**src/rtl/pc_msg_parser_if.sv**
```systemverilog
// -----------------------------------------------------------------------------
// pc_msg_parser_if
//   Signal bundle between the xb_wr_fifo read port / command consumer and
//   pc_msg_parser.
//   slave  : the parser side (pops FIFO words, presents decoded commands)
//   master : the surrounding logic (FIFO FWFT word, consumer ready)
//   FIFO side    : pc_msg_valid, pc_msg, pc_msg_ack
//   Command side : cmd_valid, cmd_ready, cmd_start, cmd_stop, cmd_seq,
//                  cmd_stride, cmd_exposure_clks, cmd_exposure
//   Status       : msg_error, err_count, busy
// -----------------------------------------------------------------------------
interface pc_msg_parser_if #(
   parameter int unsigned XB_SIZE = 32
);
   logic               pc_msg_valid;
   logic [XB_SIZE-1:0] pc_msg;
   logic               pc_msg_ack;

   logic               cmd_valid;
   logic               cmd_ready;
   logic               cmd_start;
   logic               cmd_stop;
   logic [7:0]         cmd_seq;
   logic [15:0]        cmd_stride;
   logic [15:0]        cmd_exposure_clks;
   logic [31:0]        cmd_exposure;

   logic               msg_error;
   logic [7:0]         err_count;
   logic               busy;

   modport slave (
      input  pc_msg_valid, pc_msg, cmd_ready,
      output pc_msg_ack, cmd_valid, cmd_start, cmd_stop, cmd_seq,
             cmd_stride, cmd_exposure_clks, cmd_exposure,
             msg_error, err_count, busy
   );

   modport master (
      output pc_msg_valid, pc_msg, cmd_ready,
      input  pc_msg_ack, cmd_valid, cmd_start, cmd_stop, cmd_seq,
             cmd_stride, cmd_exposure_clks, cmd_exposure,
             msg_error, err_count, busy
   );
endinterface

```
**src/rtl/pc_msg_parser.sv**
```systemverilog
// -----------------------------------------------------------------------------
// pc_msg_parser
//   Pops 32-bit PC message words from the xb_wr_fifo FWFT read port, assembles
//   3-word commands (w0 opcode/seq, w1 exposure_clks/stride, w2 float
//   exposure), validates START (opcode 0x40) / STOP (all words zero) and holds
//   one decoded command on a valid/ready interface. Malformed messages and
//   partial messages stalled longer than TIMEOUT_CLKS are discarded, pulsing
//   msg_error and bumping the saturating err_count.
//   Ports:
//     CLK     : application clock
//     RESET_N : asynchronous active-low reset
//     bus     : pc_msg_parser_if.slave (FIFO pop side, command side, status)
//   DELAY is kept for drop-in compatibility; registered outputs update at
//   the clock edge without an added delay.
// -----------------------------------------------------------------------------
module pc_msg_parser #(
   parameter int unsigned XB_SIZE      = 32,
   parameter int unsigned TIMEOUT_CLKS = 1024,
   parameter int unsigned DELAY        = 1
) (
   input logic            CLK,
   input logic            RESET_N,
   pc_msg_parser_if.slave bus
);

   localparam int unsigned IdleW = (TIMEOUT_CLKS > 2) ? $clog2(TIMEOUT_CLKS) : 1;
   localparam logic [IdleW-1:0] IdleLast = IdleW'(TIMEOUT_CLKS - 1);
   localparam logic [7:0] OpStart = 8'h40;

   if ((XB_SIZE != 32) || (TIMEOUT_CLKS < 2) || (DELAY > 1000)) begin : g_param_check
      $error("pc_msg_parser: unsupported parameter set");
   end

   typedef enum logic [1:0] {
      W0,
      W1,
      W2,
      HOLD
   } state_e;

   state_e             state_q, state_d;
   logic [XB_SIZE-1:0] w0_q, w0_d;
   logic [XB_SIZE-1:0] w1_q, w1_d;
   logic [IdleW-1:0]   idle_q, idle_d;

   logic               cmd_start_q, cmd_start_d;
   logic               cmd_stop_q, cmd_stop_d;
   logic [7:0]         cmd_seq_q, cmd_seq_d;
   logic [15:0]        cmd_stride_q, cmd_stride_d;
   logic [15:0]        cmd_exposure_clks_q, cmd_exposure_clks_d;
   logic [31:0]        cmd_exposure_q, cmd_exposure_d;
   logic               msg_error_q, msg_error_d;
   logic [7:0]         err_count_q, err_count_d;

   logic               ack;
   logic               is_start;
   logic               is_stop;
   logic               discard;

   // Words are only popped while assembling; HOLD (including the cycle the
   // consumer accepts) never pops.
   assign ack = bus.pc_msg_valid && (state_q != HOLD);

   // Validation uses latched w0/w1 and the live w2 on its ack cycle.
   assign is_start = (w0_q[7:0] == OpStart) && (w0_q[31:16] == '0);
   assign is_stop  = (w0_q == '0) && (w1_q == '0) && (bus.pc_msg == '0);

   always_ff @(posedge CLK or negedge RESET_N) begin
      if (!RESET_N) begin
         state_q             <= W0;
         w0_q                <= '0;
         w1_q                <= '0;
         idle_q              <= '0;
         cmd_start_q         <= 1'b0;
         cmd_stop_q          <= 1'b0;
         cmd_seq_q           <= '0;
         cmd_stride_q        <= '0;
         cmd_exposure_clks_q <= '0;
         cmd_exposure_q      <= '0;
         msg_error_q         <= 1'b0;
         err_count_q         <= '0;
      end else begin
         state_q             <= state_d;
         w0_q                <= w0_d;
         w1_q                <= w1_d;
         idle_q              <= idle_d;
         cmd_start_q         <= cmd_start_d;
         cmd_stop_q          <= cmd_stop_d;
         cmd_seq_q           <= cmd_seq_d;
         cmd_stride_q        <= cmd_stride_d;
         cmd_exposure_clks_q <= cmd_exposure_clks_d;
         cmd_exposure_q      <= cmd_exposure_d;
         msg_error_q         <= msg_error_d;
         err_count_q         <= err_count_d;
      end
   end

   always_comb begin
      state_d             = state_q;
      w0_d                = w0_q;
      w1_d                = w1_q;
      idle_d              = idle_q;
      cmd_start_d         = cmd_start_q;
      cmd_stop_d          = cmd_stop_q;
      cmd_seq_d           = cmd_seq_q;
      cmd_stride_d        = cmd_stride_q;
      cmd_exposure_clks_d = cmd_exposure_clks_q;
      cmd_exposure_d      = cmd_exposure_q;
      discard             = 1'b0;

      unique case (state_q)
         W0: begin
            idle_d = '0;
            if (ack) begin
               w0_d    = bus.pc_msg;
               state_d = W1;
            end
         end
         W1, W2: begin
            if (ack) begin
               idle_d = '0;
               if (state_q == W1) begin
                  w1_d    = bus.pc_msg;
                  state_d = W2;
               end else if (is_start || is_stop) begin
                  cmd_start_d         = is_start;
                  cmd_stop_d          = !is_start;
                  cmd_seq_d           = w0_q[15:8];
                  cmd_stride_d        = w1_q[15:0];
                  cmd_exposure_clks_d = w1_q[31:16];
                  cmd_exposure_d      = bus.pc_msg;
                  state_d             = HOLD;
               end else begin
                  discard = 1'b1;
                  state_d = W0;
               end
            end else if (idle_q == IdleLast) begin
               // Stalled partial message: drop it; the next word is a new w0.
               idle_d  = '0;
               discard = 1'b1;
               state_d = W0;
            end else begin
               idle_d = idle_q + IdleW'(1);
            end
         end
         HOLD: begin
            idle_d = '0;
            if (bus.cmd_ready) begin
               state_d = W0;
            end
         end
         default: begin
            state_d = W0;
         end
      endcase

      msg_error_d = discard;
      err_count_d = err_count_q;
      if (discard && (err_count_q != '1)) begin
         err_count_d = err_count_q + 8'd1;
      end
   end

   assign bus.pc_msg_ack        = ack;
   assign bus.cmd_valid         = (state_q == HOLD);
   assign bus.busy              = (state_q != W0);
   assign bus.cmd_start         = cmd_start_q;
   assign bus.cmd_stop          = cmd_stop_q;
   assign bus.cmd_seq           = cmd_seq_q;
   assign bus.cmd_stride        = cmd_stride_q;
   assign bus.cmd_exposure_clks = cmd_exposure_clks_q;
   assign bus.cmd_exposure      = cmd_exposure_q;
   assign bus.msg_error         = msg_error_q;
   assign bus.err_count         = err_count_q;

endmodule
```
**src/flat_wrapper.sv**
```systemverilog
// flat-port wrapper written by rule: the top's interface ports become plain ports
module pc_msg_parser_flat 
#(
   parameter int unsigned XB_SIZE      = 32,
   parameter int unsigned TIMEOUT_CLKS = 1024,
   parameter int unsigned DELAY        = 1
)
  (CLK, RESET_N, bus_pc_msg_valid, bus_pc_msg, bus_cmd_ready, bus_pc_msg_ack, bus_cmd_valid, bus_cmd_start, bus_cmd_stop, bus_cmd_seq, bus_cmd_stride, bus_cmd_exposure_clks, bus_cmd_exposure, bus_msg_error, bus_err_count, bus_busy);
  pc_msg_parser_if #(.XB_SIZE(XB_SIZE)) bus_i ();
  input logic CLK;
  input logic RESET_N;
  input wire logic [$bits(bus_i.pc_msg_valid)-1:0] bus_pc_msg_valid;
  input wire logic [$bits(bus_i.pc_msg)-1:0] bus_pc_msg;
  input wire logic [$bits(bus_i.cmd_ready)-1:0] bus_cmd_ready;
  output wire logic [$bits(bus_i.pc_msg_ack)-1:0] bus_pc_msg_ack;
  output wire logic [$bits(bus_i.cmd_valid)-1:0] bus_cmd_valid;
  output wire logic [$bits(bus_i.cmd_start)-1:0] bus_cmd_start;
  output wire logic [$bits(bus_i.cmd_stop)-1:0] bus_cmd_stop;
  output wire logic [$bits(bus_i.cmd_seq)-1:0] bus_cmd_seq;
  output wire logic [$bits(bus_i.cmd_stride)-1:0] bus_cmd_stride;
  output wire logic [$bits(bus_i.cmd_exposure_clks)-1:0] bus_cmd_exposure_clks;
  output wire logic [$bits(bus_i.cmd_exposure)-1:0] bus_cmd_exposure;
  output wire logic [$bits(bus_i.msg_error)-1:0] bus_msg_error;
  output wire logic [$bits(bus_i.err_count)-1:0] bus_err_count;
  output wire logic [$bits(bus_i.busy)-1:0] bus_busy;
  assign bus_i.pc_msg_valid = bus_pc_msg_valid;
  assign bus_i.pc_msg = bus_pc_msg;
  assign bus_i.cmd_ready = bus_cmd_ready;
  assign bus_pc_msg_ack = bus_i.pc_msg_ack;
  assign bus_cmd_valid = bus_i.cmd_valid;
  assign bus_cmd_start = bus_i.cmd_start;
  assign bus_cmd_stop = bus_i.cmd_stop;
  assign bus_cmd_seq = bus_i.cmd_seq;
  assign bus_cmd_stride = bus_i.cmd_stride;
  assign bus_cmd_exposure_clks = bus_i.cmd_exposure_clks;
  assign bus_cmd_exposure = bus_i.cmd_exposure;
  assign bus_msg_error = bus_i.msg_error;
  assign bus_err_count = bus_i.err_count;
  assign bus_busy = bus_i.busy;
  pc_msg_parser #(.XB_SIZE(XB_SIZE), .TIMEOUT_CLKS(TIMEOUT_CLKS), .DELAY(DELAY)) u_core (.CLK(CLK), .RESET_N(RESET_N), .bus(bus_i));
endmodule
```
**config.mk**
```make
export PLATFORM = sky130hd
export DESIGN_NAME = pc_msg_parser_flat
export DESIGN_NICKNAME = d
export VERILOG_FILES = /design/src/rtl/pc_msg_parser_if.sv /design/src/rtl/pc_msg_parser.sv /design/src/flat_wrapper.sv
export SDC_FILE = /design/constraint.sdc
export NUM_CORES = 1
export LEC_CHECK = 0
export BUFFER_PORTS_ARGS = -buffer_cell sky130_fd_sc_hd__buf_2
export CORE_MARGIN = 2
export CORE_UTILIZATION = 50
export DETAILED_ROUTE_END_ITERATION = 8
export GPL_TIMING_DRIVEN = 1
export PLACE_DENSITY = 0.73
export SKIP_LAST_GASP = 1
export SLEW_MARGIN = 20
export SYNTH_ARGS = -nofsm -noshare
export SYNTH_HDL_FRONTEND = slang
export SYNTH_SLANG_ARGS = --single-unit
```
**constraint.sdc**
```tcl
create_clock -name CLK -period 2.01 [get_ports CLK]
set_input_delay 0.201 -clock CLK [delete_from_list [all_inputs] [get_ports CLK]]
set_output_delay 0.201 -clock CLK [all_outputs]
set_load 0.005 [all_outputs]
```
==> results.sh <==
export IMPL_path_cells="nor4_4 -> nand4_1 -> nor4_2 -> a41oi_2 -> nand4b_4 -> buf_12 -> buf_12 -> mux2_4"
export IMPL_placed_area_sq_um=8080
export IMPL_routed_wl_um=16200
export IMPL_synthArstFlopShare_pct=100
export IMPL_worstSetupStartpointType="register"
export IMPL_critPathTopFamily="simple AND/OR/NAND/NOR gates"
export IMPL_layout_common_cells="dfrtp_1 (159), buf_2 (120), mux2_2 (94), buf_4 (85), mux2_4 (48)"
export IMPL_dp_hpwl_um=10800
export IMPL_finClkSkew_ns=0.00876
export IMPL_h_tree_depth=4
export IMPL_relSlewSlack_pct=66.3
export IMPL_finalHoldViolCount=0
export IMPL_gp_congestion=0.874
export IMPL_power_leakage_nw=4.67
export IMPL_syn_inst=441
export IMPL_cp_common_cell="buf_12"
export IMPL_nNetsFinal=708
export IMPL_cts_sinks=159
export IMPL_layout_commonest_cell="dfrtp_1"
export IMPL_die_y_um=119
export IMPL_nFillCells=865
export IMPL_syn_area_sq_um=6620
export IMPL_synth_edff_count=0
export IMPL_path_class="register to register"
export IMPL_violations="negative setup slack"
export IMPL_portBuffers=121
export IMPL_drc=0
export IMPL_vias=4548
export IMPL_place_ws_ns=-0.550
export IMPL_synth_cell_types=30
export IMPL_insertion_delay_ns=0.42
export IMPL_drt_iter0_drc=274
export IMPL_first_pass_iters=4
export IMPL_post_route_util_pct=68.8
export IMPL_clkSlewWorstSetupHoldPaths_ns=0.06
export IMPL_area_growth_pct=36.1
export IMPL_max_vdd_ir_drop_uv=631
export IMPL_start_util_pct=50.6
export IMPL_cpPeakStageDelay_ns=0.43
export IMPL_cts_tree="done"
export IMPL_ys_ff_latch=159
export IMPL_overflow=0
export IMPL_drive_gt1_share_pct=60.4
export IMPL_die_x_um=119
export IMPL_wl_per_cell_um=18.9
export IMPL_stdcell_area_sq_um=9010
export IMPL_ys_seq_area_share_pct=60.1
export IMPL_antenna_left=0
export IMPL_status="finished, violations left"
export IMPL_hp_class="input port to register"
export IMPL_slew_violations=0
export IMPL_whs_ns=0.0672
export IMPL_fin_ws_ns=-0.335
export IMPL_viasPerCell=5.32
export IMPL_final_cells=855
export IMPL_io_pins=122
export IMPL_period_minus_slack_ns=2.34
export IMPL_dp_cells=814
export IMPL_worstSetupEndpointType="register"
export IMPL_final_period_utilization_pct=117
export IMPL_finalPower_mw=11.4
export IMPL_tightest_slew_ns=0.501
export IMPL_cp_required_ns=2.31
export IMPL_ys_flop_type="dfrtp_1"
export IMPL_root_buffer="clkbuf_16"
export IMPL_p_per_area_nw_per_um2=1260
export IMPL_drv_cap=0
export IMPL_fin_tns_setup_ns=-25.12
export IMPL_cp_slowest_cell="dfrtp_1"
export IMPL_grt_use_total_pct=22.8
export IMPL_n_antenna_cell=0
export IMPL_grt_pass1_wl_um=25000
export IMPL_avgSynthCellArea_sq_um=15.0
export IMPL_grt_pass1_vias=4788
export IMPL_die_area_sq_um=14200
export IMPL_report_final_setup_viol=85
export IMPL_grt_setup_unrepaired="true"
export IMPL_synth_yosys_warnings=0
export IMPL_cts_inserted_buffers=17
export IMPL_clock_fmax_mhz=427
export IMPL_grt_max_degree=67
export IMPL_critPathBufInv=2
export IMPL_cts_buffer_depth=2
export IMPL_cp_max_fo=16
export IMPL_antenna_found_initial=0
export IMPL_arrival_ns=2.65
export IMPL_coreArea_sq_um=13100
export IMPL_row_count=42
export IMPL_syn_nets=483
[power by group]
group          switching [mW]  internal (mW)  leakage, nW  total, mW
combinational            1.32           1.82         2.29       3.14
sequential              0.618           3.98         2.06       4.60
clock                    1.26           2.38        0.330       3.64
total                    3.20           8.18         4.67       11.4
[worst register-to-register path, cell delays in order, from the launching register on]
cell	delay, ns
dfrtp_1	0.43
nor4_4	0.31
nand4_1	0.18
nor4_2	0.27
a41oi_2	0.18
nand4b_4	0.22
buf_12	0.17
buf_12	0.16
mux2_4	0.32
[sequential cells by signal, indices dropped and copies added (netlist names)]
name and count:
u_core.bus.msg_error 1, u_core.bus.cmd_start 1, u_core.bus.cmd_exposure 32, u_core.bus.cmd_seq 8, u_core.idle_q 10, u_core.bus.err_count 8
u_core.w1_q 32, u_core.bus.cmd_stop 1, u_core.state_q 2, u_core.w0_q 32, u_core.bus.cmd_stride 16, u_core.bus.cmd_exposure_clks 16
[final timing paths]
check,from,endpoint,slack (ns),depth (start not counted)
max,u_core.w1_q[2],u_core.bus.cmd_exposure[28],-0.33,8
min,bus_pc_msg[0],u_core.bus.cmd_exposure[0],0.07,2
max reg2reg,u_core.w1_q[2],u_core.bus.cmd_exposure[28],-0.33,8
min reg2reg,u_core.bus.cmd_exposure[3],u_core.bus.cmd_exposure[3],0.51,1
max in group asynchronous,RESET_N,u_core.bus.cmd_stride[3],1.03,3
min in group asynchronous,RESET_N,u_core.bus.cmd_stride[14],0.27,2
[kinds of logic (layout without fill, tap and decap cells)]
family                   count (synthesis)  in the layout  share of synthesized area (%)
adder cells (fa/ha/maj)                  6              6                           1.13
multiplexers                           142            142                           26.9
AND/OR/NAND/NOR                         86             86                           7.13
XOR/XNOR                                11             11                           1.46
buffers and inverters                   22            260                           1.97
AO/OA/AOI/OAI                           15             15                           1.32
flip-flops                             159            159                           60.1
[synth_stat cells (7+ instances only)]
master / instances / share of area (%)
nor4_1: 23 / 2.2
dfrtp_1: 159 / 60
nand3_1: 12 / 0.91
o21ai_0: 7 / 0.53
mux2_4: 48 / 11
inv_1: 7 / 0.40
nand2_1: 11 / 0.62
nand4_1: 7 / 0.66
nor2_1: 15 / 0.85
mux2_2: 94 / 16
[final cells by class]
cell class	count	area, sq um	area share, %
well taps	176	220	2.44
inverters	7	26.3	0.292
clock buffers	20	457	5.07
repair buffers	221	1490	16.5
multi-input cells	260	2630	29.1
flip-flops and latches	159	3980	44.2
clock inverters	12	213	2.36
[layer usage]
layer  vias up  GRT usage, %  wire length, um
li1       2047             -                -
met1      2357          30.6             7110
met3        25          4.93              653
met5         -             0                0
met2       119          37.2             8030
met4         0          7.14              384
[what timing repair did]
item / 4_1_cts / 5_1_grt
buffers inserted: 2 / 2
pin swaps: 5 / 8
endpoints found under the setup margin: 85 / 85
hold buffers: 1 / 0
cloned: 0 / 5
resized for setup: 12 / 14
hold endpoints to repair: 40 / 0
(Power assumes the default switching activity.)
